### src/rtl/cpu_timing_pkg.sv
// Shared types and constants for the 19-bit CPU sequence/timing control block.
package cpu_timing_pkg;

    localparam int NUM_T = 7;
    localparam int SC_W  = 3;
    localparam logic [SC_W-1:0] SC_LAST = SC_W'(NUM_T - 1);

    typedef enum logic [2:0] {
        HALT      = 3'd0,
        RUN       = 3'd1,
        WAIT      = 3'd2,
        STEP_HOLD = 3'd3,
        FAULT     = 3'd4
    } state_t;

    localparam logic [1:0] FLT_NONE    = 2'b00;
    localparam logic [1:0] FLT_SEQ_OVR = 2'b01;
    localparam logic [1:0] FLT_MEM_TO  = 2'b10;

    // One-hot timing vector for a given sequence count.
    function automatic logic [NUM_T-1:0] t_decode(input logic [SC_W-1:0] sc);
        logic [NUM_T-1:0] one;
        one = {{(NUM_T-1){1'b0}}, 1'b1};
        return one << sc;
    endfunction

endpackage

### src/rtl/seq_timing_ctrl_wait_timer.sv
// Memory wait-state counter: loads 1 on entry to WAIT, counts up, flags the limit.
module wait_timer #(
    parameter int MAX = 15,
    parameter int W   = 4
) (
    input  logic clk,
    input  logic rst_n,
    input  logic load,
    input  logic inc,
    output logic expired
);

    logic [W-1:0] count_r;

    // Wait-cycle counter register.
    always_ff @(posedge clk or negedge rst_n) begin
        if (!rst_n) begin
            count_r <= {W{1'b0}};
        end else if (load) begin
            count_r <= W'(1);
        end else if (inc) begin
            count_r <= count_r + W'(1);
        end else begin
            count_r <= count_r;
        end
    end

    assign expired = (count_r == W'(MAX));

endmodule

### src/rtl/seq_timing_ctrl.sv
// Sequence counter and run control: T0..T6 generation, memory wait states,
// run/halt/single-step at instruction boundaries, overrun and timeout faults.
module seq_timing_ctrl
    import cpu_timing_pkg::*;
#(
    parameter int WAIT_MAX = 15,
    parameter int ICNT_W   = 16
) (
    input  logic              clk,
    input  logic              rst_n,
    input  logic              start,
    input  logic              halt_req,
    input  logic              step_mode,
    input  logic              step_pulse,
    input  logic              sc_clr,
    input  logic              mem_rd,
    input  logic              mem_wr,
    input  logic              mem_ready,
    output logic [NUM_T-1:0]  t,
    output logic [SC_W-1:0]   sc_value,
    output logic              running,
    output logic              halted,
    output logic              wait_active,
    output logic              fault,
    output logic [1:0]        fault_code,
    output logic [ICNT_W-1:0] instr_cnt
);

    localparam int WAIT_W = $clog2(WAIT_MAX + 1);

    state_t            state_r, state_next_s;
    logic [SC_W-1:0]   sc_r, sc_next_s;
    logic              fault_r, fault_next_s;
    logic [1:0]        code_r, code_next_s;
    logic [ICNT_W-1:0] icnt_r;
    logic              icnt_inc_s;
    logic              wt_load_s, wt_inc_s, wt_expired_s;

    state_t            adv_state_s;
    logic [SC_W-1:0]   adv_sc_s;
    logic              adv_boundary_s, adv_ovr_s;

    logic [NUM_T-1:0]  t_r, t_next_s;
    logic              running_r, running_next_s;
    logic              halted_r, halted_next_s;
    logic              wait_r, wait_next_s;

    wait_timer #(.MAX(WAIT_MAX), .W(WAIT_W)) u_wait_timer (
        .clk     (clk),
        .rst_n   (rst_n),
        .load    (wt_load_s),
        .inc     (wt_inc_s),
        .expired (wt_expired_s)
    );

    // State, sequence count, fault and retired-instruction registers.
    always_ff @(posedge clk or negedge rst_n) begin
        if (!rst_n) begin
            state_r <= HALT;
            sc_r    <= {SC_W{1'b0}};
            fault_r <= 1'b0;
            code_r  <= FLT_NONE;
            icnt_r  <= {ICNT_W{1'b0}};
        end else begin
            state_r <= state_next_s;
            sc_r    <= sc_next_s;
            fault_r <= fault_next_s;
            code_r  <= code_next_s;
            icnt_r  <= icnt_inc_s ? icnt_r + ICNT_W'(1) : icnt_r;
        end
    end

    // Rules 2-4 of a RUN cycle, shared by RUN and a completing WAIT.
    always_comb begin
        adv_state_s    = RUN;
        adv_sc_s       = sc_r;
        adv_boundary_s = 1'b0;
        adv_ovr_s      = 1'b0;
        if (sc_clr) begin
            adv_boundary_s = 1'b1;
            adv_sc_s       = {SC_W{1'b0}};
            if (halt_req) begin
                adv_state_s = HALT;
            end else if (step_mode) begin
                adv_state_s = STEP_HOLD;
            end else begin
                adv_state_s = RUN;
            end
        end else if (sc_r == SC_LAST) begin
            adv_state_s = FAULT;
            adv_sc_s    = {SC_W{1'b0}};
            adv_ovr_s   = 1'b1;
        end else begin
            adv_sc_s = sc_r + SC_W'(1);
        end
    end

    // Next-state logic.
    always_comb begin
        state_next_s = state_r;
        sc_next_s    = sc_r;
        fault_next_s = fault_r;
        code_next_s  = code_r;
        icnt_inc_s   = 1'b0;
        wt_load_s    = 1'b0;
        wt_inc_s     = 1'b0;
        case (state_r)
            HALT: begin
                if (start) begin
                    state_next_s = RUN;
                    sc_next_s    = {SC_W{1'b0}};
                end else begin
                    state_next_s = HALT;
                end
            end
            RUN, WAIT: begin
                if (state_r == RUN && (mem_rd || mem_wr) && !mem_ready) begin
                    state_next_s = WAIT;
                    wt_load_s    = 1'b1;
                end else if (state_r == RUN || mem_ready) begin
                    state_next_s = adv_state_s;
                    sc_next_s    = adv_sc_s;
                    icnt_inc_s   = adv_boundary_s;
                    if (adv_ovr_s) begin
                        fault_next_s = 1'b1;
                        code_next_s  = FLT_SEQ_OVR;
                    end else begin
                        fault_next_s = fault_r;
                    end
                end else if (wt_expired_s) begin
                    state_next_s = FAULT;
                    sc_next_s    = {SC_W{1'b0}};
                    fault_next_s = 1'b1;
                    code_next_s  = FLT_MEM_TO;
                end else begin
                    wt_inc_s = 1'b1;
                end
            end
            STEP_HOLD: begin
                sc_next_s = {SC_W{1'b0}};
                if (halt_req) begin
                    state_next_s = HALT;
                end else if (step_pulse) begin
                    state_next_s = RUN;
                end else begin
                    state_next_s = STEP_HOLD;
                end
            end
            FAULT: begin
                sc_next_s = {SC_W{1'b0}};
                if (start) begin
                    state_next_s = RUN;
                    fault_next_s = 1'b0;
                    code_next_s  = FLT_NONE;
                end else begin
                    state_next_s = FAULT;
                end
            end
            default: begin
                state_next_s = HALT;
                sc_next_s    = {SC_W{1'b0}};
            end
        endcase
    end

    // Output decode from the next state, so the outputs can be registered.
    always_comb begin
        t_next_s       = {NUM_T{1'b0}};
        running_next_s = 1'b0;
        halted_next_s  = 1'b0;
        wait_next_s    = 1'b0;
        if (state_next_s == RUN || state_next_s == WAIT) begin
            t_next_s       = t_decode(sc_next_s);
            running_next_s = 1'b1;
        end else begin
            t_next_s = {NUM_T{1'b0}};
        end
        halted_next_s = (state_next_s == HALT);
        wait_next_s   = (state_next_s == WAIT);
    end

    // Output registers.
    always_ff @(posedge clk or negedge rst_n) begin
        if (!rst_n) begin
            t_r       <= {NUM_T{1'b0}};
            running_r <= 1'b0;
            halted_r  <= 1'b1;
            wait_r    <= 1'b0;
        end else begin
            t_r       <= t_next_s;
            running_r <= running_next_s;
            halted_r  <= halted_next_s;
            wait_r    <= wait_next_s;
        end
    end

    assign t           = t_r;
    assign sc_value    = sc_r;
    assign running     = running_r;
    assign halted      = halted_r;
    assign wait_active = wait_r;
    assign fault       = fault_r;
    assign fault_code  = code_r;
    assign instr_cnt   = icnt_r;

endmodule

### config.mk
export PLATFORM = sky130hd
export DESIGN_NAME = seq_timing_ctrl
export DESIGN_NICKNAME = d
export VERILOG_FILES = /design/src/rtl/cpu_timing_pkg.sv /design/src/rtl/seq_timing_ctrl_wait_timer.sv /design/src/rtl/seq_timing_ctrl.sv
export SDC_FILE = /design/constraint.sdc
export NUM_CORES = 1
export LEC_CHECK = 0
export ABC_CLOCK_PERIOD_IN_PS = 2500
export CAP_MARGIN = 5
export CORE_MARGIN = 2
export CORE_UTILIZATION = 40
export DETAILED_ROUTE_END_ITERATION = 10
export GPL_ROUTABILITY_DRIVEN = 0
export PLACE_DENSITY_LB_ADDON = 0.05
export SLEW_MARGIN = 20
export SYNTH_ARGS = -nofsm -noshare
export SYNTH_HDL_FRONTEND = slang
export SYNTH_SLANG_ARGS = --single-unit
### constraint.sdc
create_clock -name clk -period 2.5 [get_ports clk]
set_clock_uncertainty 0.2 [all_clocks]
set_input_delay 0.625 -clock clk [delete_from_list [all_inputs] [get_ports clk]]
set_output_delay 0.625 -clock clk [all_outputs]
set_load 0.01 [all_outputs]
==> key figures, run 1 <==
STA
  – Setup TNS: 0 ns
  – Fin Hold WS: 0.240 ns
  – Unrepaired setup endpoints after global routing: false
  – Max-slew headroom: between 40% and 50%
  – Final setup margin: between 0.15 and 0.2 ns
  – Slew Limit Fails: 0
  – Max frequency: about 430 MHz
  – Fin crit period: around 2.3 ns
  – Worst slew pin tran: 0.866 ns
  – Final hold vios: 0
  – Tcrit/Tclk final: between 90% and 100%
  – Setup violators final: 0

Clocking
  – CTS tree: built
  – H-tree depth: 2
  – Clock sink count: 39
  – Clock Path Buffers: 2
  – Clock root buffer: clkbuf_8
  – Clock Latency Late Sink: a little under 0.3 ns
  – Clock Pin Slew Worst Setup and Hold Paths: approximately 0.080 ns
  – Clock buffer count from CTS: 5

Worst setup path
  – Worst R2R Start: state_r[1]
  – Crit path depth: 7
  – Family with the most delay on the worst path: compound AO/OA/AOI/OAI gates
  – Worst setup path startpoint: state_r[1]
  – Critical path, cell by cell: xnor2_2 > o32ai_4 > buf_4 > a31o_4 > a31oi_4 > buf_4 > inv_1
  – CP Data Arrival Time: 2.33 ns
  – Worst R2R Setup Slack: between 0.15 and 0.2 ns
  – Worst reg2reg endpoint: running
  – CP peak stage delay: ~0.51 ns
  – CP Launch Type: flip-flop
  – Reg2Reg Depth: 7
  – Crit-path max FO: 9
  – WP buf/inv: 3
  – Most Frequent Cell on Critical Path: buf_4
  – Crit Path Category: flip-flop to flip-flop
  – CP Capture Type: flip-flop
  – Worst endpoint required time: about 2.5 ns
  – Crit-path slowest cell: dfrtp_1
  – Worst Setup EP: running

Synth
  – Main combinational cell family by area after synthesis: simple AND/OR/NAND/NOR gates
  – Synth Area in Adders: 1.25%
  – Simple-gate portion of the synthesized area: approximately 22%
  – FFs w/ async S/R, synth: 100%
  – Net Count, Synth: 197
  – Multiplexer share of the synthesized area: less than 1%
  – Mapped Cells: around 190
  – Compound-cell area share of the yosys netlist: between 10 and 15%
  – Yosys warns: 0
  – Flops & latches, synth: 39
  – Post-Syn Area: around 0.002 mm²
  – Syn Area/Cell: about 11 µm²
  – Post-synthesis xor/xnor area fraction: about 8.3%
  – Post-synth EDFFs: 0
  – Main synth FF type: dfrtp_1
  – Post-synthesis sequential area ratio: between 40% and 50%
  – Count of cell types in the netlist: 52

Floorplanning
  – Die Y: approximately 75 µm
  – Core area: approximately 0.0048 mm²
  – Rows: 25
  – Die Wd: approximately 75 µm
  – Starting density of the core: between 40% and 50%
  – Die ar.: approximately 0.0056 mm²
  – Ports: 42

Final layout
  – Post-route cell area: a little under 0.003 mm²
  – Area growth syn-to-layout: 45.3%
  – Leading cell type in the layout, fill and taps excluded: dfrtp_1
  – Most frequent cells in the layout: 38 x dfrtp_1, 37 x clkdlybuf4s50_1, 34 x buf_4
  – Layout cell share with drive strength beyond 1: between 20 and 30%
  – Final nets: about 270
  – # diodes: 0

Drt
  – Initial drt markers: 22
  – Vias: between 1500 and 2000
  – DRC violations left: 0
  – Drt total wl: 4.73 mm
  – First-pass DRT Iterations: 4
  – Antenna Violating Nets Remaining: 0
  – Post-DR wirelength/cell: about 14 µm
  – Via/cell ratio: between 5 and 6

Global routing
  – Pin count of the biggest net entering global routing: 40
  – Global-route wire length before repair: 7.96 mm
  – Vias in the first global route: around 1700
  – All-Layer GR Usage: 18.8%
  – Number of antenna violations at the first check in global routing: 0
  – Gr ovfl total: 0

Placement
  – Setup WS pre-CTS: -0.330 ns
  – Post-DP HPWL: approximately 3.4 mm
  – Placed Area: approximately 0.0026 mm²
  – I/O Buffers: ~40

Pwr
  – PwrDens: roughly 1000 mW/mm²
  – Maximum vdd drop: 0.000549 V
  – Leakage: roughly 1.3 nW

Min path
  – Hold WC Path Type: input pin to asynchronous set/reset pin

Job
  – Max cap viols: 0

Status
  – Status: finished, final reports clean
[sequential cells by signal, indices dropped and copies added, names as in the netlist]
signal,count
instr_cnt,16
t,7
u_wait_timer.count_r,4
sc_value,3
state_r,3
fault_code,2
fault,1
halted,1
running,1
wait_active,1
[Yosys cell counts, drive strengths merged (2+ instances only)]
master / number / area (µm²)
dfrtp: 38 / 951
nor2: 20 / 75.1
nand2: 12 / 45.0
inv: 11 / 41.3
xor2: 10 / 87.6
nor4: 9 / 77.6
o21ai: 9 / 45.0
nand3: 8 / 40.0
xnor2: 8 / 77.6
buf: 5 / 32.5
nand2b: 5 / 38.8
nor2b: 5 / 31.3
nor3: 5 / 36.3
a21o: 4 / 30.0
nand4: 4 / 31.3
a21oi: 3 / 15.0
nor3b: 3 / 27.5
a31o: 2 / 26.3
a31oi: 2 / 27.5
ha: 2 / 25.0
o22ai: 2 / 18.8
o32ai: 2 / 36.3
[layout make-up]
class | count | area (µm²)
timing repair buffer | 76 | 676
tap | 67 | 83.8
fill | 399 | 1860
clock buffer | 8 | 100
multi-input combinational | 129 | 1020
sequential | 39 | 977
inverter | 11 | 41.3
[timing repair]
item	in CTS	in global routing
resized for setup	9	10
endpoints found under the hold margin	0	0
pin swaps	3	8
buffers inserted	1	7
setup endpoints to repair	1	10
hold buffers	0	0
[through the flow]
step / std cells / power [mW] / util, %
3_5_place_dp: 314 / 2.24 / 55.7
6_report: 330 / 2.90 / 60.9
4_1_cts: 323 / 2.79 / 58.8
3_3_place_gp: 314 / 2.21 / 55.7
5_1_grt: 330 / 3.08 / 60.9
2_1_floorplan: 185 / 1.67 / -
[where the power goes]
| part | internal (mW) | switching, mW |
|---|---|---|
| clock | 0.252 | 0.221 |
| sequential | 0.783 | 0.145 |
| combinational | 0.782 | 0.713 |
[per-layer routing]
metal / part of all wire, % / GRT usage [%] / wire [µm]
met5: 0 / 0 / 0
met4: 2.2 / 8.13 / 106
met3: 3.4 / 4.42 / 160
met2: 52 / 32.0 / 2440
met1: 43 / 22.9 / 2020
[logic make-up after synthesis]
| kind of cell | after synthesis |
|---|---|
| xor+xnor | 18 |
| mux | 1 |
| fa+ha+maj | 2 |
| compound gates | 32 |
| simple gates | 76 |
| buf+inv | 17 |
| flops | 39 |
[how the worst min path moves through the flow]
stage	to	slack (ns)
floorplan	fault	0.13
global placement	instr_cnt[15]	0.26
detailed placement	instr_cnt[15]	0.26
CTS	wait_active	0.27
global route	instr_cnt[15]	0.29
finish	instr_cnt[13]	0.24
Note: power is estimated with default switching activity, not from simulation.
==> run 2, diff against run 1 <==
PLACE_DENSITY = 0.65   (was default)
PLACE_DENSITY_LB_ADDON = default   (was 0.05)
==> key figures, run 2 (synthesized netlist as in run 1, its figures left out) <==
Status
  – Status: finished, final reports clean

Global routing
  – Number of antenna violations at the first check in global routing: 0 (unchanged)
  – Global-route wire length before repair: 7.00 mm (-12%)
  – GRT met3 Usage: 4.28% (-0.13 points)
  – All-Layer GR Usage: 17.0% (-1.8 points)
  – Gr ovfl total: 0 (unchanged)
  – Vias in the first global route: 1466 (-16%)
  – Pin count of the biggest net entering global routing: 40 (unchanged)
  – M2 GR Usage: 23.4% (-8.6 points)
  – Met1 Track Usage GR: 25.6% (+2.7 points)
  – GR peak layer: met1

Drt
  – Via/cell ratio: 4.93 (-2.8%)
  – Drt total wl: 4.29 mm (-9.1%)
  – Vias: 1586 (-5.2%)
  – DRC violations left: 0 (unchanged)
  – Post-DR wirelength/cell: 13.3 µm (-6.9%)
  – Initial drt markers: 88 (+300%)
  – Antenna Violating Nets Remaining: 0 (unchanged)
  – First-pass DRT Iterations: 4 (unchanged)

STA
  – Worst slew pin tran: 0.485 ns (-0.381 ns)
  – Unrepaired setup endpoints after global routing: true
  – Final hold vios: 0 (unchanged)
  – Fin crit period: 2.44 ns (+0.103 ns)
  – Setup violators final: 0 (unchanged)
  – Setup TNS: 0 ns (unchanged)
  – Slew Limit Fails: 0 (unchanged)
  – Max-slew headroom: 67.7% (+25 points)
  – Tcrit/Tclk final: 97.7% (+4.1 points)
  – Max frequency: 409 MHz (-4.2%)

Pwr
  – Net Sw Frac: 35.0% (-2.3 points)
  – Leakage: 1.28 nW (-4.1%)
  – Pwr Total: 2.85 mW (-1.5%)
  – Comb pwr share: 45.3% (-6.3 points)
  – Part of the power in registers: 33.0% (+1.0 points)
  – Internal: 1.86 mW (+2.1%)
  – Clock share of power: 21.7% (+5.4 points)
  – PwrDens: 1020 mW/mm² (+1.8%)
  – Psw: 0.998 mW (-7.6%)
  – Maximum vdd drop: 0.000578 V (+5.4%)

Final layout
  – Layout cell share with drive strength beyond 1: 21.6% (-6.2 points)
  – Largest register FFs: 16 (unchanged)
  – Final nets: 266 (-2.9%)
  – Fillers: 420 (+5.3%)
  – Area growth syn-to-layout: 40.6%
  – Most frequent cells in the layout: 40 x clkdlybuf4s50_1, 38 x dfrtp_1, 27 x buf_4
  – Leading cell type in the layout, fill and taps excluded: clkdlybuf4s50_1
  – Non-Filler Instances: 322 (-2.4%)
  – Multi-input logic area: 961 µm² (-5.8%)
  – # diodes: 0 (unchanged)
  – Reg area: 977 µm² (unchanged)

Worst setup path
  – CP peak stage delay: 0.41 ns (-0.10 ns)
  – CP Data Arrival Time: 2.42 ns (+0.09 ns)
  – Crit Path Category: input pin to flip-flop
  – Worst endpoint required time: 2.48 ns (about the same)
  – Family with the most delay on the worst path: compound AO/OA/AOI/OAI gates
  – Crit-path max FO: 8 (-1)
  – CP Capture Type: flip-flop
  – CP Launch Type: input pin
  – WP buf/inv: 1 (-2)
  – Critical path, cell by cell: clkdlybuf4s50_1 > or2_2 > o32ai_4 > a31o_4 > a31oi_4 > nor4_1
  – Crit-path slowest cell: clkdlybuf4s50_1

Placement
  – Post-placement cell count: 314 (unchanged)
  – Post-DP HPWL: 3.11 mm (-7.5%)
  – I/O Buffers: 41 (unchanged)

Clocking
  – Clock buffer count from CTS: 5 (unchanged)
  – Clock Latency Late Sink: 0.29 ns (about the same)
  – Clock sink count: 39 (unchanged)
  – Clock Pin Slew Worst Setup and Hold Paths: 0.08 ns (about the same)
  – H-tree depth: 2 (unchanged)
  – Clock root buffer: clkbuf_8
  – CTS tree: built
  – Clock Path Buffers: 2 (unchanged)

Floorplanning
  – Rows: 25 (unchanged)
  – Die Wd: 74.6 µm (unchanged)
  – Starting density of the core: 41.9% (unchanged)
  – Die Y: 74.6 µm (unchanged)
  – Core area: 0.00475 mm² (unchanged)
  – Die ar.: 0.00557 mm² (unchanged)
  – Ports: 42 (unchanged)

Min path
  – Hold WC Path Type: input pin to asynchronous set/reset pin

Job
  – Max cap viols: 0 (unchanged)
run 2: cell count changes in the layout (fill, tap and decap cells not counted), moves of 2 or more:
cell             before  now
buf_4                34   27
bufinv_16             0    2
clkbuf_8              7    5
clkdlybuf4s50_1      37   40
dlymetal6s2s_1        2    0
nor4_1                0    6
nor4_2                8    2
run 2: worst paths after layout:
path                               start       endpoint  slack, ns  cells past startpoint
setup / recovery                  mem_wr           t[5]       0.06                      6
hold / removal                     rst_n  instr_cnt[13]       0.18                      2
setup reg to reg              state_r[1]           t[2]       0.30                      6
hold reg to reg            instr_cnt[15]  instr_cnt[15]       0.27                      1
max in group asynchronous          rst_n         halted       1.58                      2
min in group clk           instr_cnt[15]  instr_cnt[15]       0.27                      1
run 2: routing by layer:
layer | up-vias | part of all wire [%]
li1 | 795 | -
met1 | 753 | 52
met2 | 29 | 43
met3 | 9 | 3.5
met4 | 0 | 1.9
met5 | - | 0
run 2: what timing repair did:
action,CTS,global route
resized for setup,0,3
hold buffers,0,0
buffers inserted,0,0
setup endpoints to repair,0,6
run 2: power by group through the flow:
| stage | Clock (mW) | Sequential, mW | Combinational [mW] |
|---|---|---|---|
| after floorplan | 0 | 0.939 | 0.727 |
| after global placement | 0 | 0.953 | 1.25 |
| after detailed placement | 0 | 0.949 | 1.26 |
| after CTS | 0.632 | 0.942 | 1.27 |
| after global routing | 0.666 | 0.967 | 1.40 |
| final | 0.619 | 0.942 | 1.29 |
run 2: stage by stage:
stage / setup WS, ns / utilization [%] / cell area [µm²] / hold slack (ns)
finish: 0.0567 / 59.0 / 2800 / 0.177
global route: -0.0351 / 59.0 / 2800 / 0.221
CTS: 0.0314 / 58.5 / 2780 / 0.194
detailed placement: -0.242 / 55.7 / 2650 / 0.261
global placement: -0.244 / 55.7 / 2650 / 0.255
floorplan: 0.310 / - / 1990 / 0.129
run 2: final cells by class:
cell class	count	area share, %
tap	67	2.99
multi-input combinational	129	34.3
clock inverter	2	2.14
inverter	11	1.47
clock buffer	6	2.59
timing repair buffer	68	21.7
sequential	39	34.9
==> run 3, diff against run 2 <==
REMOVE_ABC_BUFFERS = 1   (was default)
==> key figures, run 3 (synthesized netlist as in run 1, its figures left out) <==
Status
  – Status: finished, final reports clean

Placement
  – I/O Buffers: 41 (unchanged)
  – Post-placement cell count: 310 (-1.3%)
  – Post-DP HPWL: 3.21 mm (+3.4%)
  – Setup WS pre-CTS: -0.306 ns (-0.0638 ns)
  – Placed Area: 0.00262 mm² (-1.1%)

Final layout
  – Non-Filler Instances: 320 (-0.62%)
  – Largest register FFs: 16 (unchanged)
  – Area growth syn-to-layout: 39.1%
  – Finished Core Util: 58.3% (-0.63 points)
  – Leading cell type in the layout, fill and taps excluded: clkdlybuf4s50_1
  – Most frequent cells in the layout: 40 x clkdlybuf4s50_1, 38 x dfrtp_1, 25 x buf_4
  – Layout cell share with drive strength beyond 1: 23.3% (+1.8 points)
  – # diodes: 0 (unchanged)
  – Post-route cell area: 0.00277 mm² (-1.1%)
  – Final nets: 264 (-0.75%)

Worst setup path
  – CP Launch Type: input pin
  – CP Data Arrival Time: 2.41 ns (about the same)
  – Crit-path max FO: 6 (-2)
  – Worst endpoint required time: 2.48 ns (about the same)
  – Crit Path Category: input pin to flip-flop
  – CP Capture Type: flip-flop

Global routing
  – Gr ovfl total: 0 (unchanged)
  – Global-route wire length before repair: 7.26 mm (+3.6%)
  – Number of antenna violations at the first check in global routing: 0 (unchanged)
  – Vias in the first global route: 1593 (+8.7%)
  – Pin count of the biggest net entering global routing: 40 (unchanged)
  – All-Layer GR Usage: 17.5% (+0.45 points)

STA
  – Unrepaired setup endpoints after global routing: true
  – Setup violators final: 0 (unchanged)
  – Max-slew headroom: 68.0% (+0.30 points)
  – Slew Limit Fails: 0 (unchanged)
  – Final setup margin: 0.0707 ns (+0.0140 ns)
  – Worst slew pin tran: 0.480 ns (-0.00447 ns)
  – Fin Hold WS: 0.183 ns (+0.00555 ns)
  – Max frequency: 412 MHz (+0.58%)
  – Tcrit/Tclk final: 97.2% (-0.56 points)
  – Fin crit period: 2.43 ns (-0.0140 ns)
  – Setup TNS: 0 ns (unchanged)
  – Final hold vios: 0 (unchanged)

Floorplanning
  – Core area: 0.00475 mm² (unchanged)
  – Starting density of the core: 41.9% (unchanged)
  – Die ar.: 0.00557 mm² (unchanged)
  – Rows: 25 (unchanged)
  – Die Wd: 74.6 µm (unchanged)
  – Ports: 42 (unchanged)
  – Die Y: 74.6 µm (unchanged)

Drt
  – Via/cell ratio: 4.94 (+0.24%)
  – DRC violations left: 0 (unchanged)
  – Drt total wl: 4.37 mm (+1.7%)
  – Antenna Violating Nets Remaining: 0 (unchanged)
  – Vias: 1580 (-0.38%)
  – First-pass DRT Iterations: 4 (unchanged)
  – Post-DR wirelength/cell: 13.7 µm (+2.4%)
  – Initial drt markers: 51 (-42%)

Clocking
  – Clock buffer count from CTS: 5 (unchanged)
  – H-tree depth: 2 (unchanged)
  – Clock root buffer: clkbuf_8
  – CTS tree: built
  – Clock sink count: 39 (unchanged)
  – Clock Path Buffers: 2 (unchanged)
  – Clock Latency Late Sink: 0.29 ns (about the same)
  – Clock Pin Slew Worst Setup and Hold Paths: 0.07 ns (about the same)

Pwr
  – Pwr Total: 2.64 mW (-7.6%)
  – Leakage: 1.25 nW (-1.8%)
  – PwrDens: 950 mW/mm² (-6.6%)
  – Maximum vdd drop: 0.000626 V (+8.3%)

Job
  – Max cap viols: 0 (unchanged)

Min path
  – Hold WC Path Type: input pin to asynchronous set/reset pin
[run 3: changes by cell type in the layout (fill, tap and decap cells not counted), sizes merged]
| cell | before | now |
|---|---|---|
| clkinv | 0 | 1 |
| buf | 28 | 26 |
| bufinv | 2 | 0 |
| clkbuf | 6 | 7 |
[run 3: repair_timing]
item	4_1_cts	5_1_grt
buffers inserted	0	2
gates resized for setup	0	10
hold buffers	0	0
setup endpoints to repair	0	12
[run 3: routing by layer]
metal | GRT usage, % | vias up | share of wire [%]
met1 | 22.6 | 754 | 47
met2 | 27.9 | 30 | 47
met5 | 0 | - | 0
met3 | 5.49 | 6 | 5.2
li1 | - | 790 | -
met4 | 5.95 | 0 | 1.1
[run 3: path summary, 6_finish.rpt]
| path | start | to | slack (ns) | cells past startpoint |
|---|---|---|---|---|
| worst min-delay path | rst_n | instr_cnt[13] | 0.18 | 2 |
| worst min register to register | instr_cnt[15] | instr_cnt[15] | 0.27 | 1 |
| min in group clk | instr_cnt[15] | instr_cnt[15] | 0.27 | 1 |
| worst max-delay path | mem_ready | t[3] | 0.07 | 7 |
| max in group asynchronous | rst_n | halted | 1.57 | 2 |
| worst max register to register | state_r[0] | t[3] | 0.27 | 6 |
[run 3: layout make-up]
cell class | count | area [µm²]
Clock inverter | 1 | 5.00
Sequential cell | 39 | 977
Inverter | 11 | 41.3
Fill cell | 424 | 1980
Timing Repair Buffer | 66 | 593
Multi-Input combinational cell | 129 | 987
Tap cell | 67 | 83.8
Clock buffer | 7 | 86.3
[run 3: where the power goes]
part           total [mW]  internal (mW)  switching (mW)
combinational        1.26          0.637           0.624
sequential          0.943          0.783           0.160
clock               0.432          0.222           0.210
total                2.64           1.64           0.993
[run 3: critical path, stage by stage]
cell	delay (ns)
clkdlybuf4s50_1	0.46
o21bai_1	0.23
nor3_4	0.33
a21o_1	0.22
o22ai_2	0.14
buf_4	0.16
nor4_1	0.24
